$ cat src/rtl/ps2_sb_ctrl.sv
// ----------------------------------------------------------------------------
// ps2_sb_ctrl
// PS/2 keyboard receiver with a small memory-mapped register interface.
// Frames (start, 8 data bits LSB first, odd parity, stop) are sampled on
// falling edges of the synchronized PS/2 clock. Each accepted scan code is
// latched, flagged as unread and raises an interrupt.
//
// Ports
//   clk_i               system clock, rising edge
//   rst_i               synchronous active-high reset
//   req_i               bus request
//   write_enable_i      bus write strobe (qualified by req_i)
//   addr_i[31:0]        byte address, bits [23:0] decoded
//   write_data_i[31:0]  bus write data
//   read_data_o[31:0]   registered read data, held until the next read
//   kclk_i, kdata_i     asynchronous PS/2 clock and data lines
//   interrupt_request_o new scan code pending
//   interrupt_return_i  interrupt acknowledge pulse
//
// Register map
//   0x00 R  {24'b0, scan_code}   read clears unread and interrupt
//   0x04 RW {31'b0, unread}      write 0 clears unread
//   0x08 R  {31'b0, overrun}     read clears overrun
//   0x24 W  write 1 = soft reset
// ----------------------------------------------------------------------------
module ps2_sb_ctrl #(
    parameter int unsigned TIMEOUT_CYCLES = 100000
) (
    input  logic        clk_i,
    input  logic        rst_i,
    input  logic        req_i,
    input  logic        write_enable_i,
    input  logic [31:0] addr_i,
    input  logic [31:0] write_data_i,
    output logic [31:0] read_data_o,
    input  logic        kclk_i,
    input  logic        kdata_i,
    output logic        interrupt_request_o,
    input  logic        interrupt_return_i
);

    localparam int TW = $clog2(TIMEOUT_CYCLES + 1);
    localparam logic [TW-1:0] TMO_LAST = TW'(TIMEOUT_CYCLES - 1);

    localparam logic [23:0] ADDR_SCAN    = 24'h00_0000;
    localparam logic [23:0] ADDR_UNREAD  = 24'h00_0004;
    localparam logic [23:0] ADDR_OVERRUN = 24'h00_0008;
    localparam logic [23:0] ADDR_SRST    = 24'h00_0024;

    typedef enum logic [1:0] {
        S_IDLE,
        S_DATA,
        S_PARITY,
        S_STOP
    } state_e;

    // Synchronizers; the extra kclk_prev_q flop provides the edge reference.
    logic kclk_s1_q, kclk_s2_q, kclk_prev_q;
    logic kdata_s1_q, kdata_s2_q;

    state_e       state_q, state_d;
    logic [2:0]   bit_cnt_q, bit_cnt_d;
    logic [7:0]   shift_q, shift_d;
    logic         parity_q, parity_d;
    logic [TW-1:0] tmo_q, tmo_d;
    logic [7:0]   scan_code_q, scan_code_d;
    logic         unread_q, unread_d;
    logic         overrun_q, overrun_d;
    logic         irq_q, irq_d;
    logic [31:0]  read_data_q, read_data_d;

    logic kclk_fall;
    logic accept;
    logic rd, wr, soft_rst;
    logic [23:0] addr;
    logic unused_addr_hi;

    assign unused_addr_hi = ^addr_i[31:24];
    assign addr      = addr_i[23:0];
    assign rd        = req_i && !write_enable_i;
    assign wr        = req_i && write_enable_i;
    assign soft_rst  = wr && (addr == ADDR_SRST) && (write_data_i == 32'd1);
    assign kclk_fall = kclk_prev_q && !kclk_s2_q;

    // NOTE: every variable driven here gets its default first, so no path can
    // leave one unassigned and infer a latch.
    always_comb begin
        state_d     = state_q;
        bit_cnt_d   = bit_cnt_q;
        shift_d     = shift_q;
        parity_d    = parity_q;
        tmo_d       = tmo_q;
        scan_code_d = scan_code_q;
        unread_d    = unread_q;
        overrun_d   = overrun_q;
        irq_d       = irq_q;
        read_data_d = read_data_q;
        accept      = 1'b0;

        // Stall watchdog: only armed while a frame is in progress.
        if (kclk_fall) begin
            tmo_d = '0;
        end else if (state_q != S_IDLE) begin
            if (tmo_q == TMO_LAST) begin
                state_d = S_IDLE;
                tmo_d   = '0;
            end else begin
                tmo_d = tmo_q + 1'b1;
            end
        end else begin
            tmo_d = '0;
        end

        if (kclk_fall) begin
            unique case (state_q)
                S_IDLE: begin
                    if (!kdata_s2_q) begin
                        state_d   = S_DATA;
                        bit_cnt_d = '0;
                    end
                end
                S_DATA: begin
                    shift_d   = {kdata_s2_q, shift_q[7:1]};
                    bit_cnt_d = bit_cnt_q + 3'd1;
                    if (bit_cnt_q == 3'd7) state_d = S_PARITY;
                end
                S_PARITY: begin
                    parity_d = kdata_s2_q;
                    state_d  = S_STOP;
                end
                S_STOP: begin
                    accept  = kdata_s2_q && (^{shift_q, parity_q});
                    state_d = S_IDLE;
                end
                default: state_d = S_IDLE;
            endcase
        end

        // Bus reads return the value before any clear caused by the read.
        if (rd) begin
            unique case (addr)
                ADDR_SCAN: begin
                    read_data_d = {24'b0, scan_code_q};
                    unread_d    = 1'b0;
                    irq_d       = 1'b0;
                end
                ADDR_UNREAD:  read_data_d = {31'b0, unread_q};
                ADDR_OVERRUN: begin
                    read_data_d = {31'b0, overrun_q};
                    overrun_d   = 1'b0;
                end
                default: read_data_d = 32'd0;
            endcase
        end

        if (wr && (addr == ADDR_UNREAD) && (write_data_i == 32'd0)) unread_d = 1'b0;
        if (interrupt_return_i) irq_d = 1'b0;

        // Acceptance is applied last so it wins over any same-cycle clear.
        if (accept) begin
            scan_code_d = shift_q;
            unread_d    = 1'b1;
            irq_d       = 1'b1;
            if (unread_q) overrun_d = 1'b1;
        end
    end

    // NOTE: sequential state uses non-blocking assignments so every flop
    // samples the pre-edge value of its neighbours (synchronizer chain).
    always_ff @(posedge clk_i) begin
        if (rst_i || soft_rst) begin
            kclk_s1_q   <= 1'b1;
            kclk_s2_q   <= 1'b1;
            kclk_prev_q <= 1'b1;
            kdata_s1_q  <= 1'b1;
            kdata_s2_q  <= 1'b1;
            state_q     <= S_IDLE;
            bit_cnt_q   <= '0;
            shift_q     <= '0;
            parity_q    <= 1'b0;
            tmo_q       <= '0;
            scan_code_q <= '0;
            unread_q    <= 1'b0;
            overrun_q   <= 1'b0;
            irq_q       <= 1'b0;
            read_data_q <= '0;
        end else begin
            kclk_s1_q   <= kclk_i;
            kclk_s2_q   <= kclk_s1_q;
            kclk_prev_q <= kclk_s2_q;
            kdata_s1_q  <= kdata_i;
            kdata_s2_q  <= kdata_s1_q;
            state_q     <= state_d;
            bit_cnt_q   <= bit_cnt_d;
            shift_q     <= shift_d;
            parity_q    <= parity_d;
            tmo_q       <= tmo_d;
            scan_code_q <= scan_code_d;
            unread_q    <= unread_d;
            overrun_q   <= overrun_d;
            irq_q       <= irq_d;
            read_data_q <= read_data_d;
        end
    end

    assign read_data_o         = read_data_q;
    assign interrupt_request_o = irq_q;

endmodule

$ cat config.mk
export PLATFORM = sky130hd
export DESIGN_NAME = ps2_sb_ctrl
export DESIGN_NICKNAME = d
export VERILOG_FILES = /design/src/rtl/ps2_sb_ctrl.sv
export SDC_FILE = /design/constraint.sdc
export NUM_CORES = 1
export LEC_CHECK = 0
export CORE_UTILIZATION = 47
export DETAILED_ROUTE_END_ITERATION = 10
export GPL_ROUTABILITY_DRIVEN = 0
export PLACE_DENSITY = 0.84
export SYNTH_ARGS = -nofsm -noshare
export SYNTH_HDL_FRONTEND = slang
export SYNTH_SLANG_ARGS = --single-unit
$ cat constraint.sdc
create_clock -name clk_i -period 4.3 [get_ports clk_i]
set_input_delay 0.86 -clock clk_i [delete_from_list [all_inputs] [get_ports clk_i]]
set_output_delay 0.86 -clock clk_i [all_outputs]
set_load 0.03 [all_outputs]
======== Word-level counts from Yosys, hierarchy flattened ========
Index checks and enable logic that the tools add are counted.
storage, ports and cells
  register bits ........................... 79
  word-level logic and storage cells ...... 77
  output and inout port bits .............. 33
  input port bits ......................... 71
operators by class
  muxes and demuxes ....................... 22
  eq/ne operators ......................... 10
  bitwise operators ....................... 1
  $add $sub $neg .......................... 2
  reduce and logical (&&, ||, !) cells .... 27
operators by type and width
  operator                                                          number
  32-bit by 1-bit == test with 1-bit output, second input constant  1
  32-bit logical NOT                                                1
  24-bit by 3-bit == test with 1-bit output, second input constant  1
  24-bit by 4-bit == test with 1-bit output, second input constant  1
  24-bit by 6-bit == test with 1-bit output, second input constant  1
  24-bit logical NOT                                                1
  8-bit case mux with 3 select lines                                1
  17-bit by 1-bit adder with 17-bit output, second input constant   1
  17-bit == test, second input constant                             1
  1-bit 2-to-1 mux                                                  12
  2-bit 2-to-1 mux                                                  6
  3-bit nonzero test                                                4
  9-bit parity                                                      1
  1-bit logical AND                                                 8
  2-bit case mux with 4 select lines                                1
  2-bit AND reduction                                               4
  3-bit case mux with 2 select lines                                1
  2-bit == test, second input constant                              2
  2-bit nonzero test                                                2
  4-bit OR reduction                                                1
  3-bit by 1-bit adder with 3-bit output, second input constant     1
  3-bit == test, second input constant                              1
  3-bit 2-to-1 mux                                                  1
  3-bit AND reduction                                               1
  6 further kinds                                                   7

======== Depth between registers and ports, before layout ========
Gate-level depths: netlist of the first run.
  depth in word-level cells ............... 7
  depth in mapped cells ................... 8

======== Worst setup path before layout of the first run ========
OpenSTA, ideal clock, no wires.
  path type ............................... input to register
  from .................................... in addr_i[15]
  to ...................................... reg irq_q (netlist: interrupt_request_o)
  arrival ................................. 2.522 ns
  setup slack ............................. 1.646 ns
  data required time ...................... 4.168 ns
  path buffers ............................ 0
  stages .................................. 5
  path through ............................ or4_4 > or4_4 > nor4_4 > or3b_1 > a21oi_1
between the ends
  word-level cells in the longest chain between the ends .. 4
  elaborated cells between the ends (all ways) .. 7
RTL lines
  item                                       RTL line  RTL
  start: declaration                         33        input logic [31:0] addr_i,
  24-bit by 6-bit == test with 1-bit output  82        assign soft_rst = wr && (addr == ADDR_SRST) && (write_data_i == 32'd1);
  1-bit logical AND (2 in series)            82
  1-bit logical OR                           171       if (rst_i || soft_rst) begin
  end signal: assignment                     201       irq_q <= irq_d;
  end: declaration                           69        logic irq_q, irq_d;
Several ways; a longest one is shown, not always the timed one.
A chain may end at the register's enable or synchronous reset.

======== Worst setup path in the final report of the first run ========
Ends and elaborated chain as after synthesis.

==> results.md, run 1 <==
- The switching power total is 0.000212 W.
- The sequential element share of the synthesized area is 42.4%.
- In the synthesized netlist the async set-or-reset flop fraction comes to 0%.
- In the final design database the tool counted 441 nets.
- The type of origin of the critical path is a primary input.
- The internal portion of the total power is 0.000740 W.
- The hold violation total from the final report was 0.
- The die is 76.4 um tall.
- After synthesis the netlist holds a flip-flop and latch count of 55.
- The via count of the first global-routing pass came to 2022.
- The first routing iteration left 103 violations.
- The detailed-route wire length per cell is 12.3 um.
- In this run the worst hold path is classified as reg2reg.
- In this run the deepest clock path goes through 2 buffers.
- The endpoint identified for the worst register-to-register timing path is shift_q[2]$_SDFFE_PP0P_.
- After synthesis, the cell types taking the most area are dfxtp_1 42%, buf_4 6.9%, nor2_1 6.2%.
- The number of max-slew violations in the final report is 0.
- Grouping stages by cell kind, the critical path spends the most delay in simple AND/OR/NAND/NOR gates.
- The slowest library cell on the worst path is or4_4.
- From left edge to right edge, the die measures 76.4 um.
- Once detail routing completed, the nets flagged for antenna violations numbered 0.
- The fmax is 340 MHz.
- Clock latency on the worst-skew pair, taken at its later pin, is 310 ps.
- The area growth from synthesis to layout is 30.6%.
- Among the stages of the critical path, the cell type that occurs most often is or4_4.
- Detailed placement ended at an HPWL of 4070 um.
- The net switching share of the total power is 22.3%.
- Cells with a size suffix above 1 make up 5.43% of the layout.
- The setup slack of the critical path after layout is 1360 ps.
- The clock-pin slew on the worst setup and hold paths is 90 ps.
- The total overflow left after global routing is 0.
- The class of the most critical setup path is in2reg.
- The commonest cells after synthesis are 55 x dfxtp_1, 43 x nor2_1, 28 x nand2_1, 24 x buf_4, 15 x a21oi_1.
- For this run, the number of Yosys warnings is 0.
- Combinational cells account for 11.0% of the total power.
- The part of the power in the clock network is 35.2%.
- The core region area is 5200 sq um.
- The repair_antennas step left the layout with diodes totalling 0.
- For this design the ratio of total power to cell area is 281 nW/um^2.
- Counting both buffers and inverters, the worst setup path holds a total of 1.
- The maximum fanout along the worst path is 9.
- The largest stage delay on the critical path is 570 ps.
- The starting density of the core is 49.9%.
- The launching element of the worst setup path is addr_i[15].
- Across the run, the number of max-cap violations was 0.
- The number of hold buffers added after CTS was 0.
- The cell count of the worst reg-to-reg path is 4.
- The area occupied by registers is 1100 sq um.
- The initialized floorplan defines 26 standard-cell rows.
- STA puts the critical path data required time at 4490 ps.
- 104 I/O pins were placed.
- The dominant cell type by area after synthesis is dfxtp_1.
- After detailed routing, the number of remaining DRC violations is 0.
- Adding up every negative setup slack in the final design gives 0 ps.
- The critical path ends at interrupt_request_o$_SDFFE_PP0P_.
- The most frequent cell after synthesis is dfxtp_1.
- The number of fillers in the final layout is 435.
- The power share of the sequential group is 53.8%.
- In the final layout, the multi-input gates occupy 1350 sq um.
- Yosys mapped a number of flops with a built-in enable equal to 0.
- The most used flip-flop cell after synthesis is dfxtp_1.
- The global-route usage over all layers is 19.0%.
- The smallest clock period supported by the final layout is computed as 2940 ps.
- For the final database, setup skew stands at 6.15 ps.
- In this run the post-CTS setup repair buffer count came out at 0.
- Synthesis handed over a netlist of 297 instances.
- Post-CTS repair changed the size of 0 cells.
- The number of endpoints failing setup at the final stage is 0.
- After synthesis the cells add up to 2600 sq um.
- The reg-to-reg startpoint is state_q[0]$_SDFF_PP0_.
- Setup repair after global routing left no endpoint under its margin.
- The worst IR drop on VDD is 0.190 mV.
- Summed over its instances, the top area cell type makes up 42.4% of the synthesized netlist area.
- The path length in cells of the critical path is 6.
- The signal on the critical path passes through clkdlybuf4s50_1 -> or4_4 -> or4_4 -> nor4_4 -> or3b_1 -> a21oi_1.
- After synthesis, the netlist uses 42 different library cells.
- The detailed-route vias per instance is 5.06.
- The initial antenna violation count is 0.
- The H-tree was split into 2 levels.
- The critical path endpoint category is a flip-flop.
- For this run, the detailed router's first-pass iteration total came to 4.
- The flow ran to the end, and the final reports show no timing, DRC or antenna violations.
- The wire length of the first global-routing pass is 9030 um.
- The clock net sink count is 55.
- The normalized max-slew margin is 28.9%.
- The routed layout has 2218 vias.
- The largest net degree at the start of global routing is 39.
- The CTS tree is done.
- The final wirelength is 5400 um.
- The number of clock buffers added by TritonCTS is 5.
- The analysis attributes to cell leakage a power of 1.27 nW.
- During placement, the flow inserted port buffers numbering 71.
- For the pin with the worst max-slew slack, the measured transition is 1060 ps.
- The worst reg-to-reg setup slack is 2440 ps.
- The post-placement setup slack is 1020 ps.
- The die covers 5830 sq um.
- The cell chosen for the clock root is clkbuf_8.
- The final critical path takes up 68.3% of the cycle.
- Each instance of the synthesized netlist takes up on average 8.75 sq um.
- STA puts the critical path data arrival time at 3120 ps.
==> registers in the layout, indices dropped and copies added (netlist names) <==
name	count
kclk_prev_q	1
shift_q	8
tmo_q	17
bit_cnt_q	3
parity_q	1
state_q	2
interrupt_request_o	1
overrun_q	1
kclk_s2_q	1
scan_code_q	8
kdata_s1_q	1
kdata_s2_q	1
kclk_s1_q	1
unread_q	1
read_data_o	8
==> through the flow <==
step	instance area [sq um]	util, %	hold slack (ps)	instances	power (W)
floorplan	2690	-	393	320	0.000584
global placement	3280	63.0	395	430	0.000628
detailed placement	3280	63.0	397	430	0.000629
CTS	3390	65.2	419	438	0.000964
global route	3390	65.2	443	438	0.000992
finish	3390	65.2	420	438	0.000953
==> worst min path at each step <==
stage,start,to,slack [ps],cells past startpoint
CTS,kdata_s1_q$_SDFF_PP1_,kdata_s2_q$_SDFF_PP1_,420,1
finish,kdata_s1_q$_SDFF_PP1_,kdata_s2_q$_SDFF_PP1_,420,1
floorplan,kclk_s1_q$_SDFF_PP1_,kclk_s2_q$_SDFF_PP1_,390,1
global placement,kclk_s1_q$_SDFF_PP1_,kclk_s2_q$_SDFF_PP1_,400,1
global route,kdata_s1_q$_SDFF_PP1_,kdata_s2_q$_SDFF_PP1_,440,1
detailed placement,kdata_s1_q$_SDFF_PP1_,kdata_s2_q$_SDFF_PP1_,400,1
==> cells by family after synthesis <==
family	synth area share (%)
AOI/OAI and AO/OA	9.05
buffers and inverters	9.10
muxes	3.85
xor gates and xnor gates	7.85
adders and majority gates	1.44
other	0.144
and+or+nand+nor	26.2
DFF	42.4
==> layer usage <==
| layer | vias to the layer above | global-route usage (%) | share of wire (%) |
|---|---|---|---|
| met4 | 0 | 4.62 | 0.56 |
| met3 | 4 | 4.67 | 4.8 |
| met2 | 65 | 35.4 | 53 |
| li1 | 1119 | - | - |
| met5 | - | 0 | 0 |
| met1 | 1030 | 21.4 | 41 |
==> area by class of cell <==
class                           count  area share [%]
Clock inverter                      3            1.29
Tap cell                           70            2.58
Timing Repair Buffer               73            21.4
Inverter                            5           0.553
Multi-Input combinational cell    227            39.7
Clock buffer                        5            2.03
Sequential cell                    55            32.4
==> cell usage in the layout (no fill, tap or decap), drive strengths merged, types with 5 or more instances in the layout <==
master / instances
a22oi: 9
inv: 5
dfxtp: 55
nor2: 43
clkdlybuf4s50: 71
nand2: 28
o21ai: 7
conb: 24
nor3: 9
nand3: 7
or2: 5
a21oi: 15
nor4: 10
mux2i: 10
xor2: 10
nand4: 7
clkbuf: 5
xnor2: 8
==> power groups by stage <==
stage                     clock [W]  sequential, W  combinational [W]
after global placement            0       0.000524           0.000103
after global routing       0.000367       0.000513           0.000111
final                      0.000335       0.000512           0.000105
after detailed placement          0       0.000524           0.000105
after floorplan                   0       0.000524          0.0000598
after CTS                  0.000347       0.000512           0.000105
==> worst reg2reg max path, cell delays in order (launching register included) <==
cell	delay [ps]
dfxtp_1	490
inv_1	120
nor3_1	860
nand2_1	180
a21oi_1	160
Power figures use the tool's default switching activity.
==> inputs of run 2 (changes only) <==
CORE_UTILIZATION = 43   (was 47)
PLACE_DENSITY = 0.78   (was 0.84)
clock period = 2.9 ns   (was 4.3 ns; I/O delays follow)
==> run 2 against run 1 <==
Hold slack barely moved. First-iteration DRC count rose by 17%. Register-to-register slack got worse by 1300 ps. Non-clock buffer count rose by 7. Core utilization fell by 4.1 points. Critical endpoint is now read_data_o[1]$_SDFFE_PP0P_. Clock power rose by 73%. Largest cell class unchanged. Die area rose by 9.0%. Sequential power rose by 48%. Global-route usage fell by 1.3 points. Flip-flop and latch count did not move. Cell count rose by 2.1%. Design area rose by 2.2%.
==> results.md, run 2 (synthesis gave the netlist of run 1 again) <==
- Once the clock tree was built, the setup fixing pass inserted 0 buffers.
- Setup repair after global routing left no endpoint under its margin.
- The initial antenna violation count is 0.
- The routed via count is 2238.
- The worst reg-to-reg setup slack is 1140 ps.
- In this run the core area contains 27 standard-cell rows.
- The final wirelength is 5420 um.
- The diode insertion count for antenna repair is 0.
- The combinational power share is 10.7%.
- The class of the most critical setup path is in2reg.
- CTS placed an instance of clkbuf_8 at the clock tree root.
- The tool flagged a number of max-cap violations equal to 0.
- STA classifies the critical path endpoint as a flip-flop.
- The half-perimeter wire length of the detailed placement result is 4280 um.
- The post-cts sizing count is 0.
- The via count of the first global-routing pass is 2026.
- The first global-routing pass estimated 8800 um of wire.
- The most frequent standard cell in the layout excluding fill and tap cells is clkdlybuf4s50_1.
- The share of layout cells above drive strength 1 is 6.93%.
- In this run the worst path has a maximum fanout of 7.
- The I/O pin count is 104.
- The run finished with clean final reports.
- The share of total power dissipated in the clock network is 38.6%.
- The critical path arrival is 2760 ps.
- The number of levels in the clock H-tree is 2.
- The hold buffer count at CTS is 0.
- The worst hold path cell count is 1.
- The net switching share of the total power is 20.6%.
- For the final routed database, the setup TNS stands at 0 ps.
- The number of max-slew violations in the final report is 0.
- The instance count after placement with tap cells included is 439.
- The worst setup path is launched from a primary input.
- Relative to the synthesized area, the layout overhead comes to 33.5%.
- The die span in y is 79.7 um.
- The required time at the endpoint of the critical path is 3140 ps.
- Summed over all nets, the switching power comes to 0.000309 W.
- Clock tree synthesis found a total of 55 sinks.
- Clock skew on the completed layout was measured at 8.62 ps.
- The top cell types in the final layout, fill and taps aside, are 71 x clkdlybuf4s50_1, 55 x dfxtp_1, 43 x nor2_1.
- The share of the clock period used by the worst path after layout is 86.9%.
- The count of buffers added on input and output ports is 71.
- In this run the deepest clock path goes through 2 buffers.
- The detailed router finished its first iteration with 120 violations.
- The clock reaches the later pin of the worst-skew pair after 300 ps.
- After global routing the overflow that remains totals 0.
- The region available for standard cell placement spans 5680 sq um.
- The analysis attributes to cell leakage a power of 1.31 nW.
- The total power per unit cell area is 432 nW/um^2.
- The hold violation total from the final report is 0.
- Using the TritonRoute via totals, the vias-per-cell ratio works out to 5.01.
- The detailed-route wire length per cell is 12.1 um.
- Setup violations remaining at the end of the flow were counted as 0.
- The number of nets in the layout is 448.
- In this run, CTS created clock tree buffers numbering 5.
- The worst IR drop on VDD is 0.541 mV.
- The clock-pin slew on the worst setup and hold paths is 90 ps.
- The CTS tree is done.
- The area of the die is 6360 sq um.
- The number of flip-flops in the largest register is 17.
- The total iterations of the first detailed-routing run is 4.
- The post-placement cell area is 3340 sq um.
- The number of fillers in the final layout is 496.
- The cell count of the worst reg-to-reg path is 6.
- The fmax is 397 MHz.
- The internal cell power is 0.00119 W.
- The area occupied by registers is 1100 sq um.
- The multi-input combinational cells in the finished layout cover a total of 1350 sq um.
- The worst hold path belongs to the class reg2reg.
- Once layout is done, the placed cells without fillers occupy 3470 sq um.
- Counting flops per register, the top entry is tmo_q.
- The number of routed nets with antenna violations is 0.
- The final non-filler cell total is 447.
- Measured along the x axis, the die boundary spans 79.7 um.
- The power share of the sequential group is 50.7%.
- Once the floorplan was initialized, standard cells occupied 45.8% of the core.
- The worst path needs 2520 ps of the cycle, external delays included.
- The residual DRC count is 0.
- Global routing consumed, over all layers together, 17.7% of the routing resources.
- The largest net degree at the start of global routing is 27.
[run 2: cell types whose count changed in the layout (fill, tap and decap cells not counted)]
cell       delta
buf_4         +7
bufinv_16     +1
clkbuf_1      +1
clkinv_2      -1
clkinv_4      -1
[run 2: layout make-up]
type / instances / share of cell area [%]
clock buffer: 6 / 2.09
clock inverter: 2 / 1.73
inverter: 5 / 0.541
multi-input combinational: 227 / 38.9
sequential: 55 / 31.7
tap: 72 / 2.60
timing repair buffer: 80 / 22.4
[run 2: stage by stage]
step                hold slack (ps)  util (%)  power (W)  setup slack, ps
floorplan                       393         -   0.000865              526
global placement                395      58.8   0.000934             79.5
detailed placement              404      58.8   0.000936             54.2
CTS                             426      61.1    0.00151              360
global route                    436      61.1    0.00156              283
finish                          419      61.1    0.00150              381
[run 2: path summary, 6_finish.rpt]
kind	start	end
setup / recovery	addr_i[15]	read_data_o[1]$_SDFFE_PP0P_
hold / removal	kclk_s1_q$_SDFF_PP1_	kclk_s2_q$_SDFF_PP1_
setup reg to reg	shift_q[1]$_SDFFE_PP0P_	scan_code_q[6]$_SDFFE_PP0P_
hold reg to reg	kclk_s1_q$_SDFF_PP1_	kclk_s2_q$_SDFF_PP1_
[run 2: routing by layer]
| layer | GRT usage [%] | wire [um] |
|---|---|---|
| met5 | 0 | 0 |
| met4 | 5.36 | 62 |
| met3 | 3.20 | 275 |
| met2 | 32.8 | 2760 |
| met1 | 20.3 | 2320 |
[run 2: power groups by stage]
stage                     Combinational [W]  Clock (W)  Sequential, W
final                              0.000160   0.000578       0.000760
after global routing               0.000171   0.000624       0.000761
after CTS                          0.000160   0.000594       0.000760
after detailed placement           0.000159          0       0.000778
after global placement             0.000157          0       0.000777
after floorplan                   0.0000887          0       0.000777
[run 2: worst max-delay path, cell delays in order]
cell and delay, ps:
clkdlybuf4s50_1 400, or4_4 530, or4_4 570, nor4_4 300
buf_4 210, a22oi_1 70, nor2_1 100
==> inputs of run 3 (changes only) <==
PLACE_DENSITY = 0.82   (was 0.78)
clock period = 2.65 ns   (was 2.9 ns; I/O delays follow)
==> run 3 against run 2 <==
Via count shrank 1.6%. Combinational power grew 11%. Flip-flop and latch count is the same. Sequential share of layout area grew 0.092 points. Core utilization shrank 0.18 points. Clock skew shrank 1.0 ps. Register-to-register slack lost 290 ps. Critical path depth is the same. Sequential power grew 9.5%. Die area is the same. Non-clock buffer count shrank 2. Critical path type unchanged. Critical endpoint is now read_data_o[2]$_SDFFE_PP0P_.
==> results.md, run 3 (synthesis gave the netlist of run 1 again) <==
- From left edge to right edge, the die measures 79.7 um.
- The hold buffer count at CTS is 0.
- The area of the die is 6360 sq um.
- After detailed routing, the number of vias per cell comes to 4.95.
- OpenSTA, run right after detailed placement, puts the worst setup slack at -138 ps.
- After detailed routing, the total wire length is 5530 um.
- The I/O pin count is 104.
- The clock-pin slew on the worst setup and hold paths is 100 ps.
- Summed over all nets, the half-perimeter wirelength after detailed placement is 4320 um.
- The via count of the first global-routing pass is 2143.
- The post-route netlist has 6.70% of its cells at a drive strength greater than 1.
- The instance count after placement with tap cells included is 437.
- The clock net sink count is 55.
- The number of max-slew violations in the final report is 0.
- The worst path needs 2460 ps of the cycle, external delays included.
- Counting the fill cells in the layout gives 507.
- The largest net degree at the start of global routing is 39.
- The net switching share of the total power is 22.5%.
- The final critical path takes up 92.8% of the cycle.
- STA puts the critical path data required time at 2900 ps.
- Global routing used 18.3% of the available tracks.
- In the layout the commonest cells are 71 x clkdlybuf4s50_1, 55 x dfxtp_1, 43 x nor2_1.
- After clock tree synthesis, the setup repair step added 0 buffers.
- Walking the worst path, the cells encountered are clkdlybuf4s50_1 -> or4_4 -> or4_4 -> nor4_4 -> buf_4 -> a22oi_1 -> nor2_1.
- After the first detailed-routing iteration, the DRC count stood at 70.
- Derived from the worst setup path, the maximum achievable clock frequency is 407 MHz.
- Among all stages on the critical path, the largest delay is contributed by or4_4.
- Once layout is complete, the cells apart from fillers number 445.
- The run finished with clean final reports.
- The reported max-cap violation count is 0.
- The share of total power dissipated in sequential elements is 53.4%.
- In this run the static leakage power is 1.31 nW.
- In the routed design, unresolved DRC markers number 0.
- The core region area is 5680 sq um.
- The tree is rooted in a clkbuf_8.
- Buffers placed on the I/O ports in this run total 71.
- The type of origin of the critical path is a primary input.
- The number of routed nets with antenna violations is 0.
- The register with the most flip-flops in the layout has 17 of them.
- For this run, the share of the core covered by cells in the final layout is 60.9%.
- The switching power total is 0.000351 W.
- TritonCTS built the clock tree.
- Setup violations remaining at the end of the flow were counted as 0.
- The number of levels in the clock H-tree is 2.
- The starting density of the core is 45.8%.
- For the final routed database, the setup TNS stands at 0 ps.
- The dominant delay contributor by cell family on the critical path is simple AND/OR/NAND/NOR gates.
- The first global-routing pass estimated 9260 um of wire.
- The area growth from synthesis to final layout is 33.1%.
- The most numerous cell type found on the critical path is or4_4.
- Dividing total power by cell area gives a power density of 450 nW/um^2.
- In this design, the stage delay of the slowest critical-path cell is 570 ps.
- Measured along the y axis, the die boundary spans 79.7 um.
- Overall power consumption after layout is estimated at 0.00156 W.
- The overall overflow remaining after global route is 0.
- The library cell used most frequently in the layout, excluding fill and tap cells, is clkdlybuf4s50_1.
- The area of the multi-input gates is 1350 sq um.
- The cell count of the worst reg-to-reg path is 6.
- Setup repair after global routing left no endpoint under its margin.
- Across the VDD grid, the largest voltage drop is 0.374 mV.
- Internal power comes to 0.00121 W.
- In this run, the combinational gates consume 11.4% of the power.
- The number of buffers on the longest clock path is 2.
- Per report_power, the clock group accounts for 35.2% of the total.
- The floorplan has 27 rows.
- The routed via count is 2202.
- Along the worst hold path, the cell count comes to 1.
- The register with the highest flop count is tmo_q.
- Counting buffers and inverters, the worst setup path is 7 cells deep.
- The critical path endpoint category is a flip-flop.
- TritonCTS created 5 clock buffers.
- Dividing the detail-routed wire length by the instance count gives 12.4 um.
- In this run the worst hold path is classified as reg2reg.
- The setup path with the least slack is of type in2reg.
- The area occupied by registers is 1100 sq um.
- The buffer and inverter count on the worst path is 2.
- Along the worst path, the maximum fanout reaches 7.
- The number of nets in the layout is 446.
- The post-cts sizing count is 0.
- The initial antenna violation count is 0.
- STA puts the critical path data arrival time at 2700 ps.
- The total iterations of the first detailed-routing run is 4.
- At the later pin of the worst-skew pair, clock insertion delay measures 300 ps.
- The diode insertion count for antenna repair is 0.
- The clock skew after layout is 7.58 ps.
- The hold violation total from the final report came to 0.
- Once routing completed, OpenROAD measured the worst setup slack at 190 ps.
==> run 3: cell count changes in the layout (fill, tap and decap cells not counted), sizes merged <==
cell    change
buf         -2
clkbuf      -1
clkinv      +2
bufinv      -1
==> run 3: layer usage <==
layer  GRT usage [%]  share of wire (%)  up-vias
met1            22.2                 45     1004
met4            4.11               0.92        0
met3            4.11                3.8        7
li1                -                  -     1136
met2            32.6                 50       55
met5               0                  0        -
==> run 3: worst reg2reg max path: stages (launching register included) <==
cell	delay [ps]
dfxtp_1	410
xor2_1	190
xnor3_1	430
mux2i_1	150
buf_4	230
mux2i_1	220
nor2_1	60
==> run 3: final timing paths <==
| check | slack (ps) | from | endpoint |
|---|---|---|---|
| worst max-delay path | 190 | addr_i[15] | read_data_o[2]$_SDFFE_PP0P_ |
| worst min-delay path | 420 | kclk_s1_q$_SDFF_PP1_ | kclk_s2_q$_SDFF_PP1_ |
| worst max register to register | 850 | shift_q[1]$_SDFFE_PP0P_ | scan_code_q[0]$_SDFFE_PP0P_ |
| worst min register to register | 420 | kclk_s1_q$_SDFF_PP1_ | kclk_s2_q$_SDFF_PP1_ |
==> run 3: metrics by stage <==
stage | hold slack, ps | instance area (sq um)
after floorplan | 393 | 2690
after global placement | 394 | 3350
after detailed placement | 400 | 3350
after CTS | 422 | 3460
after global routing | 429 | 3460
final | 420 | 3460
==> run 3: power by group through the flow <==
stage / logic (W) / registers (W) / clock network, W
after CTS: 0.000177 / 0.000832 / 0.000562
after global routing: 0.000188 / 0.000832 / 0.000595
after detailed placement: 0.000176 / 0.000851 / 0
final: 0.000177 / 0.000832 / 0.000549
after floorplan: 0.0000970 / 0.000850 / 0
after global placement: 0.000174 / 0.000851 / 0
==> run 3: cell type report <==
type | instances | share of cell area, %
clock buffer | 5 | 1.99
clock inverter | 3 | 1.27
inverter | 5 | 0.543
multi-input combinational | 227 | 39.0
sequential | 55 | 31.8
tap | 72 | 2.60
timing repair buffer | 78 | 22.8
